**src/rtl/upd78_alu_pkg.sv**
```systemverilog
// Shared types and helpers for the uPD78xx W-bit ALU.
package upd78_alu_pkg;

    // Operation codes as issued by the sequencer.
    typedef enum logic [3:0] {
        OpSum   = 4'd0,
        OpInc   = 4'd1,
        OpDec   = 4'd2,
        OpOr    = 4'd3,
        OpAnd   = 4'd4,
        OpEor   = 4'd5,
        OpAsl   = 4'd6,
        OpRol   = 4'd7,
        OpLsr   = 4'd8,
        OpRor   = 4'd9,
        OpDaa   = 4'd10,
        OpDas   = 4'd11,
        OpMul   = 4'd12,
        OpDiv   = 4'd13,
        OpRsv14 = 4'd14,
        OpRsv15 = 4'd15
    } e_aluop;

    // MUL/DIV iterator states.
    typedef enum logic [1:0] {
        StIdle = 2'd0,
        StMul  = 2'd1,
        StDiv  = 2'd2
    } e_alust;

    localparam logic [3:0] BcdNibMax  = 4'h9;
    localparam logic [7:0] BcdByteMax = 8'h99;
    localparam logic [3:0] BcdAdj     = 4'h6;

    // Decimal adjust constant (0x00/0x06/0x60/0x66) for DAA/DAS on the low byte.
    function automatic logic [7:0] bcd_adjust(input logic [7:0] a, input logic hc,
                                              input logic cy);
        logic lo_adj;
        logic hi_adj;
        lo_adj = hc || (a[3:0] > BcdNibMax);
        hi_adj = cy || (a > BcdByteMax);
        return {(hi_adj ? BcdAdj : 4'h0), (lo_adj ? BcdAdj : 4'h0)};
    endfunction

endpackage

```
**src/rtl/upd78_alu_muldiv.sv**
```systemverilog
// W-step iterator for unsigned shift-add multiply and restoring divide.
// o_lo/o_hi carry the value of the step being taken this tick, so the parent
// can register the final result on the same tick that o_done is raised.
module upd78_alu_muldiv
    import upd78_alu_pkg::*;
#(
    parameter int unsigned W  = 8,
    parameter int unsigned CW = 5
) (
    input  logic         i_clk,
    input  logic         i_rst_n,
    input  logic         i_ce,
    input  logic         i_start_mul,
    input  logic         i_start_div,
    input  logic [W-1:0] i_a,
    input  logic [W-1:0] i_b,
    output logic         o_busy,
    output logic         o_done,
    output logic         o_is_mul,
    output logic [W-1:0] o_lo,
    output logic [W-1:0] o_hi
);

    localparam logic [CW-1:0] LastCnt = CW'(W - 1);

    e_alust        r_state;
    logic [CW-1:0] r_cnt;
    logic [W-1:0]  r_lo;   // multiplier / dividend shifting out, product-low / quotient in
    logic [W-1:0]  r_hi;   // partial product high / partial remainder
    logic [W-1:0]  r_opb;  // multiplicand / divisor

    logic [W:0]    w_mul_sum;
    logic [W:0]    w_div_shift;
    logic          w_div_ge;
    logic [W-1:0]  w_div_sub;
    logic [W-1:0]  w_step_lo;
    logic [W-1:0]  w_step_hi;

    assign w_mul_sum   = {1'b0, r_hi} + (r_lo[0] ? {1'b0, r_opb} : '0);
    assign w_div_shift = {r_hi, r_lo[W-1]};
    assign w_div_ge    = (w_div_shift >= {1'b0, r_opb});
    // Remainder always fits W bits once the trial subtract succeeds.
    assign w_div_sub   = W'(w_div_shift - {1'b0, r_opb});

    // One iteration step of whichever operation is in flight.
    always_comb begin
        if (r_state == StMul) begin
            w_step_hi = w_mul_sum[W:1];
            w_step_lo = {w_mul_sum[0], r_lo[W-1:1]};
        end else if (w_div_ge) begin
            w_step_hi = w_div_sub;
            w_step_lo = {r_lo[W-2:0], 1'b1};
        end else begin
            w_step_hi = w_div_shift[W-1:0];
            w_step_lo = {r_lo[W-2:0], 1'b0};
        end
    end

    assign o_busy   = (r_state != StIdle);
    assign o_done   = i_ce && o_busy && (r_cnt == LastCnt);
    assign o_is_mul = (r_state == StMul);
    assign o_lo     = w_step_lo;
    assign o_hi     = w_step_hi;

    // Iterator FSM: latch operands on issue, then one bit per CE tick.
    always_ff @(posedge i_clk or negedge i_rst_n) begin
        if (!i_rst_n) begin
            r_state <= StIdle;
            r_cnt   <= '0;
            r_lo    <= '0;
            r_hi    <= '0;
            r_opb   <= '0;
        end else if (i_ce) begin
            unique case (r_state)
                StIdle: begin
                    r_cnt <= '0;
                    r_hi  <= '0;
                    if (i_start_mul) begin
                        r_state <= StMul;
                        r_lo    <= i_b;
                        r_opb   <= i_a;
                    end else if (i_start_div) begin
                        r_state <= StDiv;
                        r_lo    <= i_a;
                        r_opb   <= i_b;
                    end
                end
                StMul, StDiv: begin
                    r_lo  <= w_step_lo;
                    r_hi  <= w_step_hi;
                    r_cnt <= r_cnt + CW'(1);
                    if (r_cnt == LastCnt) begin
                        r_state <= StIdle;
                    end
                end
                default: r_state <= StIdle;
            endcase
        end
    end

endmodule

```
**src/rtl/upd78_alu.sv**
```systemverilog
// W-bit strobe-clocked ALU for the uPD78xx family: single-cycle arithmetic,
// logic, shift and BCD ops plus iterative MUL/DIV with registered results.
module upd78_alu
    import upd78_alu_pkg::*;
#(
    parameter int unsigned W  = 8,
    parameter int unsigned CW = 5
) (
    input  logic         CLK,
    input  logic         RESETB,
    input  logic         CE,
    input  logic         START,
    input  logic [3:0]   OP,
    input  logic         BIN,
    input  logic         CIN,
    input  logic         CYIN,
    input  logic         HCIN,
    input  logic [W-1:0] AI,
    input  logic [W-1:0] BI,
    output logic         BUSY,
    output logic         DONE,
    output logic [W-1:0] CO,
    output logic [W-1:0] COH,
    output logic         CCO,
    output logic         CHO,
    output logic         ZO,
    output logic         VO
);

    if (W < 8) begin : g_bad_w
        $error("upd78_alu: W must be at least 8");
    end
    if ((2 ** CW) <= W) begin : g_bad_cw
        $error("upd78_alu: 2**CW must exceed W");
    end

    e_aluop       w_op;
    logic         w_busy;
    logic         w_md_done;
    logic         w_md_is_mul;
    logic [W-1:0] w_md_lo;
    logic [W-1:0] w_md_hi;

    logic         w_inv;
    logic         w_cin;
    logic [W-1:0] w_b_eff;
    logic [W:0]   w_sum;
    logic         w_hc;
    logic         w_ovf;
    logic [7:0]   w_bcd_adj;
    logic         w_bcd_hi;
    logic [7:0]   w_daa;
    logic [7:0]   w_das;

    logic         w_div_zero;
    logic         w_start_mul;
    logic         w_start_div;
    logic         w_issue_sc;

    logic [W-1:0] w_res;
    logic [W-1:0] w_resh;
    logic         w_cco;
    logic         w_cho;
    logic         w_vo;

    logic [W-1:0] r_co;
    logic [W-1:0] r_coh;
    logic         r_cco;
    logic         r_cho;
    logic         r_zo;
    logic         r_vo;
    logic         r_done;

    assign w_op = e_aluop'(OP);

    // SUM, INC and DEC share one adder: INC adds CIN=1, DEC adds an inverted zero.
    assign w_inv   = (w_op == OpSum) ? BIN : (w_op == OpDec);
    assign w_b_eff = (w_op == OpSum) ? (BIN ? ~BI : BI) : ((w_op == OpDec) ? '1 : '0);
    assign w_cin   = (w_op == OpSum) ? CIN : (w_op == OpInc);
    assign w_sum   = {1'b0, AI} + {1'b0, w_b_eff} + {{W{1'b0}}, w_cin};
    // Carry into bit 4 recovered from the sum bit and its two addend bits.
    assign w_hc    = w_sum[4] ^ AI[4] ^ w_b_eff[4];
    assign w_ovf   = (AI[W-1] == w_b_eff[W-1]) && (w_sum[W-1] != AI[W-1]);

    assign w_bcd_adj = bcd_adjust(AI[7:0], HCIN, CYIN);
    assign w_bcd_hi  = |w_bcd_adj[7:4];
    assign w_daa     = AI[7:0] + w_bcd_adj;
    assign w_das     = AI[7:0] - w_bcd_adj;

    // Divide by zero completes at issue instead of entering the iterator.
    assign w_div_zero  = (BI == '0);
    assign w_start_mul = START && !w_busy && (w_op == OpMul);
    assign w_start_div = START && !w_busy && (w_op == OpDiv) && !w_div_zero;
    assign w_issue_sc  = START && !w_busy && (w_op != OpMul)
                         && !((w_op == OpDiv) && !w_div_zero);

    // Single-cycle result and flags; logic ops leave CCO/CHO/VO as they were.
    always_comb begin
        w_res  = AI;
        w_resh = '0;
        w_cco  = r_cco;
        w_cho  = r_cho;
        w_vo   = r_vo;
        case (w_op)
            OpSum, OpInc, OpDec: begin
                w_res = w_sum[W-1:0];
                w_cco = w_sum[W] ^ w_inv;
                w_cho = w_hc ^ w_inv;
                w_vo  = w_ovf;
            end
            OpOr:  w_res = AI | BI;
            OpAnd: w_res = AI & BI;
            OpEor: w_res = AI ^ BI;
            OpAsl: begin
                w_res = {AI[W-2:0], 1'b0};
                w_cco = AI[W-1];
                w_cho = 1'b0;
                w_vo  = 1'b0;
            end
            OpRol: begin
                w_res = {AI[W-2:0], CIN};
                w_cco = AI[W-1];
                w_cho = 1'b0;
                w_vo  = 1'b0;
            end
            OpLsr: begin
                w_res = {1'b0, AI[W-1:1]};
                w_cco = AI[0];
                w_cho = 1'b0;
                w_vo  = 1'b0;
            end
            OpRor: begin
                w_res = {CIN, AI[W-1:1]};
                w_cco = AI[0];
                w_cho = 1'b0;
                w_vo  = 1'b0;
            end
            OpDaa: begin
                w_res = W'(w_daa);
                w_cco = CYIN | w_bcd_hi;
                w_cho = 1'b0;
                w_vo  = 1'b0;
            end
            OpDas: begin
                w_res = W'(w_das);
                w_cco = CYIN;
                w_cho = 1'b0;
                w_vo  = 1'b0;
            end
            OpDiv: begin
                // Only reached for a zero divisor.
                w_res  = '1;
                w_resh = AI;
                w_cco  = 1'b1;
                w_cho  = 1'b0;
                w_vo   = 1'b0;
            end
            default: ;  // reserved codes pass AI with flags untouched
        endcase
    end

    upd78_alu_muldiv #(
        .W  (W),
        .CW (CW)
    ) u_muldiv (
        .i_clk       (CLK),
        .i_rst_n     (RESETB),
        .i_ce        (CE),
        .i_start_mul (w_start_mul),
        .i_start_div (w_start_div),
        .i_a         (AI),
        .i_b         (BI),
        .o_busy      (w_busy),
        .o_done      (w_md_done),
        .o_is_mul    (w_md_is_mul),
        .o_lo        (w_md_lo),
        .o_hi        (w_md_hi)
    );

    // Output registers: capture a single-cycle result at issue or MUL/DIV at completion.
    always_ff @(posedge CLK or negedge RESETB) begin
        if (!RESETB) begin
            r_co   <= '0;
            r_coh  <= '0;
            r_cco  <= 1'b0;
            r_cho  <= 1'b0;
            r_zo   <= 1'b0;
            r_vo   <= 1'b0;
            r_done <= 1'b0;
        end else if (CE) begin
            r_done <= 1'b0;
            if (w_md_done) begin
                r_co   <= w_md_lo;
                r_coh  <= w_md_hi;
                r_cco  <= w_md_is_mul ? (|w_md_hi) : 1'b0;
                r_cho  <= 1'b0;
                r_vo   <= 1'b0;
                r_zo   <= (w_md_lo == '0) && (!w_md_is_mul || (w_md_hi == '0));
                r_done <= 1'b1;
            end else if (w_issue_sc) begin
                r_co   <= w_res;
                r_coh  <= w_resh;
                r_cco  <= w_cco;
                r_cho  <= w_cho;
                r_vo   <= w_vo;
                r_zo   <= (w_res == '0);
                r_done <= 1'b1;
            end
        end
    end

    assign BUSY = w_busy;
    assign DONE = r_done;
    assign CO   = r_co;
    assign COH  = r_coh;
    assign CCO  = r_cco;
    assign CHO  = r_cho;
    assign ZO   = r_zo;
    assign VO   = r_vo;

endmodule
```
**config.mk**
```make
export PLATFORM = sky130hd
export DESIGN_NAME = upd78_alu
export DESIGN_NICKNAME = d
export VERILOG_FILES = /design/src/rtl/upd78_alu_pkg.sv /design/src/rtl/upd78_alu_muldiv.sv /design/src/rtl/upd78_alu.sv
export SDC_FILE = /design/constraint.sdc
export NUM_CORES = 1
export LEC_CHECK = 0
export BUFFER_PORTS_ARGS = -buffer_cell sky130_fd_sc_hd__buf_2
export CELL_PAD_IN_SITES_DETAIL_PLACEMENT = 1
export CELL_PAD_IN_SITES_GLOBAL_PLACEMENT = 1
export CORE_MARGIN = 1.5
export CORE_UTILIZATION = 46
export DETAILED_ROUTE_END_ITERATION = 16
export PLACE_DENSITY_LB_ADDON = 0.1
export SYNTH_ARGS = -nofsm -noshare
export SYNTH_HDL_FRONTEND = slang
export SYNTH_HIERARCHICAL = 1
export SYNTH_SLANG_ARGS = --single-unit
export TNS_END_PERCENT = 100
```
**constraint.sdc**
```tcl
create_clock -name CLK -period 3.6 [get_ports CLK]
set_clock_uncertainty 0.05 [all_clocks]
set_input_delay 0.72 -clock CLK [delete_from_list [all_inputs] [get_ports CLK]]
set_output_delay 0.72 -clock CLK [all_outputs]
set_load 0.03 [all_outputs]
```
### After elaboration in Yosys (flattened, before gate mapping)

Cells that the tools add are included.

* $add $sub $neg: 7
* order comparisons: 3
* equality and inequality tests: 21
* muxes and demuxes: 43
* bitwise logic cells: 9
* reduce and logical (&&, ||, !) cells: 44

Operators by type and width (number)
* $mux W8: 16
* $pmux W8 S11: 1
* $logic_not A8 Y1: 4
* $pmux W8 S2: 2
* $eq A4 B4 Y1 const B: 6
* $add A8 B8 Y9: 2
* $eq A4 B3 Y1 const B: 4
* $reduce_and A3 Y1: 5
* $mux W1: 14
* $logic_and A1 B1 Y1: 11
* $pmux W5 S2: 1
* $add A9 B1 Y9: 1
* $ge A9 B8 Y1: 1
* $add A8 B7 Y8: 1
* $and A8 B8 Y8: 1
* $eq A4 B2 Y1 const B: 2
* $gt A8 B8 Y1 const B: 1
* $not A8 Y8: 1
* $or A8 B8 Y8: 1
* $reduce_bool A2 Y1: 4
* $reduce_or A8 Y1: 1
* $sub A8 B7 Y8: 1
* $sub A8 B8 Y8: 1
* $xor A8 B8 Y8: 1
* 29 further kinds: 44

* flip-flop bits (word level): 52
* input bits: 28
* output and inout bits: 22
* logic and storage cells: 139

### Depth between registers and ports, before layout

* word-level depth: 11
* mapped depth: 15
* depth with buffers taken out: 15

### Hierarchy

The synthesis kept the hierarchy.

Modules (own cells, without submodules)
* upd78_alu: instances 1, cells an instance 377, area an instance 2981.6 um2, sequential area each 525.5 um2
* upd78_alu_muldiv: instances 1, cells an instance 317, area an instance 2726.4 um2, sequential area each 775.7 um2

### Worst setup path after synthesis

Ideal clock, no wire load.

* path type: input -> register
* start point: input port BIN
* end point: register r_cco, in the netlist CCO
* library setup time: 121 ps
* data arrival time: 3377 ps
* required time: 3429 ps
* setup slack: 52 ps
* stages: 12
* path buffers: 1
* cells stage by stage: clkbuf_1 > xnor2_1 > a21boi_0 > fa_1 > fa_1 > a211oi_2 > o21ai_1 > a31o_2 > a21oi_1 > xnor2_1 > o21ai_0 > a22o_1

* cells in the longest elaborated chain, start to end: 8
* elaborated cells on any way between the ends: 9
* those cells by class: add/sub (2); mux (6); bitwise (1)

Ends and longest elaborated chain
* start, declared: line upd78_alu.sv:14 `input logic BIN,`
* $mux W8 (2 in series): line upd78_alu.sv:78 `assign w_b_eff = (w_op == OpSum) ? (BIN ? ~BI : BI) : ((w_op == OpDec) ? '1 : '0);`
* $add A8 B8 Y9: line upd78_alu.sv:80 `assign w_sum = {1'b0, AI} + {1'b0, w_b_eff} + {{W{1'b0}}, w_cin};`
* $add A9 B1 Y9: line upd78_alu.sv:80
* $xor A1 B1 Y1 (*): line upd78_alu.sv:107 `w_cco = w_sum[W] ^ w_inv;`
* $pmux W1 S6 (*): line upd78_alu.sv:104 `case (w_op)`
* $mux W1 (*): line upd78_alu.sv:200 `end else if (w_issue_sc) begin`
* $mux W1 (*): line upd78_alu.sv:192 `if (w_md_done) begin`
* end signal, assigned: line upd78_alu.sv:195 `r_cco <= w_md_is_mul ? (|w_md_hi) : 1'b0;`
* end signal, assigned: line upd78_alu.sv:203 `r_cco <= w_cco;`
* end, declared: line upd78_alu.sv:68 `logic r_cco;`

Every way passes the cells marked *; elsewhere a longest branch is shown, timed or not. The select of a mux whose other input is x is not followed.
A chain may end at the register's enable or synchronous reset.

### Worst setup path after layout

* start point: register u_muldiv.r_lo[7]
* end point: register r_cco, in the netlist CCO

* cells in the longest elaborated chain, start to end: 6
* elaborated cells on any way between the ends: 7
* those cells by class: add/sub (1); order compare (1); mux (4); reduce/logical (1)

Ends and longest elaborated chain
* start, declared: line upd78_alu_muldiv.sv:28 `logic [W-1:0] r_lo;`
* start signal, assigned: line upd78_alu_muldiv.sv:80 `r_lo <= i_b;`
* start signal, assigned: line upd78_alu_muldiv.sv:84 `r_lo <= i_a;`
* start signal, assigned: line upd78_alu_muldiv.sv:89 `r_lo <= w_step_lo;`
* $sub A8 B8 Y8 or $ge A9 B8 Y1 (tied branches): line upd78_alu_muldiv.sv:43, upd78_alu_muldiv.sv:41
* $mux W8 (*): line upd78_alu_muldiv.sv:50 `end else if (w_div_ge) begin`
* $mux W8 (*): line upd78_alu_muldiv.sv:47 `if (r_state == StMul) begin`
* net w_md_hi[4]: line upd78_alu.sv:42 `logic [W-1:0] w_md_hi;`
* $reduce_or A8 Y1 (*): line upd78_alu.sv:195
* $mux W1 (*): line upd78_alu.sv:195
* $mux W1 (*): line upd78_alu.sv:192

Mark *: on every way through the listed nets, which the timed path passes. The rest lies on a longest branch.

==> reports/metrics.yaml <==
status: "completed"
finalMaxSlewViolations: 0
cpPeakStageDelay_ps: 500
required_ps: 3740
fin_ws_ps: 199
io-pin-count: 50
synthTopCellsByArea: "dfrtp_1, ha_1, o21ai_0"
final_nets: 842
async_flop_share: 1.00
grt.total_usage: 0.308
fill_cells: 1478
post-place-ws_ps: -33.0
die_h_um: 114
hpwl_um: 15400
yosysTopAreaCell: "dfrtp_1"
synth_cells: 694
synth_top_cell_area_share: 0.228
power_density_mw_per_mm2: 672
timing.fmax_ghz: 0.294
layout-drive-gt1-share: 0.207
grt_pass1_wl_um: 31200
cp.arrival_ps: 3540
antenna_found_initial: 0
post_drt_wl_per_cell_um: 21.0
tritoncts: "built"
yosysSeqAreaShare: 0.228
first_global_vias: 5865
die_w_um: 114
ctsHtreeMaxLevel: 2
max_cap_violations: 0
post-route-util: 0.539
seq_area_mm2: 0.00130
syn_avg_cell_area_um2: 8.22
power_uw: 4370
worst_setup_path_start_kind: "flip-flop"
crit_type: "reg -> reg"
routabilityCongestion: 0.932
clk_pin_slew_worst_paths_ps: 70
globalRoute.totalOverflow: 0
cts_buffers: 5
synth_edf_count: 0
synth_cell_types: 77
cts_sinks: 52
leakagePower_uw: 0.00287
setup_viol: 0
core_area_mm2: 0.0121
hold_viol_final: 0
port_buffers: 49
ir_worst_vdd_mv: 0.257
path_common_cell: "inv_1"
drtIter0Drc: 223
syn_area_mm2: 0.00571
clock_latency_ps: 300
synthFlopType: "dfrtp_1"
grt_max_degree: 40
dieArea_mm2: 0.0131
fin_crit_ps: 3400
syn2layout_area_growth_pct: 14.0
vias_per_cell: 6.08
multiInputGateArea_mm2: 0.00407
clk_path_buf_depth: 2
hold_class: "in -> async"
drc: 0
wl_um: 19500
drt-pass1-iter-count: 4
crit_path_end_kind: "flip-flop"
fin_crit_sh: 0.945
ant_nets: 0
finalSetupTns_ps: 0
cts_root_buf: "clkbuf_16"
tightest_slew_ps: 941
post_cts_buffers: 0
ys_seq_elements: 52
rows: 40
start_util: 0.473
synth_most_common_cell: "nand2_1"
cp_max_fo: 4
whs_ps: 278
syn-num-nets: 778
slowest_stage: "or4_4"
ys_top_cells_by_count: "nand2_1, o21ai_0, dfrtp_1, ha_1, inv_1"
yosys_warnings: 6
insertedDiodeCount: 0
relSlewSlack: 0.370
path_cells: "inv_1, ha_1, inv_1, fa_1, a211o_1, a21oi_1, a211oi_1, a221o_1, or4_4, o21ai_2, buf_4, a221oi_1, a22o_1"
rsz0062_at_grt: "no"
vias: 5632
## path summary, 6_finish.rpt
| path | from | endpoint | slack [ps] | depth (start not counted) |
|---|---|---|---|---|
| hold reg to reg | COH[2]$_DFFE_PN0P_ | COH[2]$_DFFE_PN0P_ | 430 | 2 |
| setup / recovery | u_muldiv/r_lo[7]$_DFFE_PN0P_ | CCO$_DFFE_PN0P_ | 200 | 13 |
| hold / removal | RESETB | u_muldiv/r_hi[6]$_DFFE_PN0P_ | 280 | 1 |
| setup reg to reg | u_muldiv/r_lo[7]$_DFFE_PN0P_ | CCO$_DFFE_PN0P_ | 200 | 13 |
| max in group asynchronous | RESETB | u_muldiv/r_lo[0]$_DFFE_PN0P_ | 2380 | 2 |
| min in group CLK | COH[2]$_DFFE_PN0P_ | COH[2]$_DFFE_PN0P_ | 430 | 2 |
## kinds of logic (layout without fill, tap and decap cells)
logic type / count (synthesis) / in the layout / share of synthesized area
xor+xnor: 23 / 23 / 0.0366
buf+inv: 85 / 150 / 0.0690
fa+ha+maj: 56 / 56 / 0.128
simple gates: 216 / 216 / 0.197
mux: 40 / 40 / 0.0747
flops: 52 / 52 / 0.228
compound gates: 222 / 222 / 0.266
## sequential cells by signal, summed over array words and instances (netlist names), 2 cells and up
name              flops
COH                   8
CO                    8
u_muldiv/r_hi         8
u_muldiv/r_lo         8
u_muldiv/r_opb        8
u_muldiv/r_cnt        5
u_muldiv/r_state      2
## placed cells by master, fill, tap and decap left out, types with 7 or more instances in the layout
cell type	count
nand3_1	13
o21ai_0	53
xnor2_1	17
nor3_1	11
and2_1	11
a211oi_1	12
buf_4	43
ha_1	50
o21ai_1	10
nor2_1	38
a21boi_0	9
nand2b_1	14
a21oi_1	37
buf_2	49
mux2i_1	22
inv_1	50
o31ai_1	8
a22oi_1	8
a211oi_2	8
nor3b_1	7
nand2_1	68
nor2b_1	11
dfrtp_1	51
mux2_2	16
## per-layer routing
layer  GRT usage  vias to the layer above  wire (µm)
li1            -                     2655          -
met1       0.369                     2804       8150
met2       0.552                      129       9970
met3      0.0323                       44        561
met4       0.147                        0        828
met5           0                        -          0
## critical path, delay by kind of cell (launching register included)
family                     cells  cell delay, ps
DFF                            1             390
AOI/OAI and AO/OA              7            1390
and+or+nand+nor                1             500
adders and majority gates      2             660
buffers and inverters          3             290
## power breakdown
part / total, µW / leakage, µW / internal [µW] / switching, µW
clock network: 552 / 0.0000815 / 331 / 220
registers: 969 / 0.000681 / 790 / 179
logic: 2850 / 0.00211 / 1140 / 1710
total: 4370 / 0.00287 / 2260 / 2110
## through the flow
| step | instances | instance area, µm² |
|---|---|---|
| detailed placement | 919 | 6290 |
| floorplan | 694 | 5710 |
| global route | 927 | 6500 |
| CTS | 927 | 6460 |
| finish | 927 | 6500 |
| global placement | 919 | 6290 |
## area by class of cell
class	instances	area share
multi-input cells	557	0.626
repair buffers	92	0.0873
inverters	50	0.0289
clock buffers	6	0.0198
clock inverters	2	0.00596
well taps	168	0.0323
flip-flops and latches	52	0.200
## timing repair
item                                    CTS  global route
endpoints found under the setup margin    0             2
gates resized for setup                   0            15
hold buffers                              0             0
Note: power is estimated with default switching activity, not from simulation.
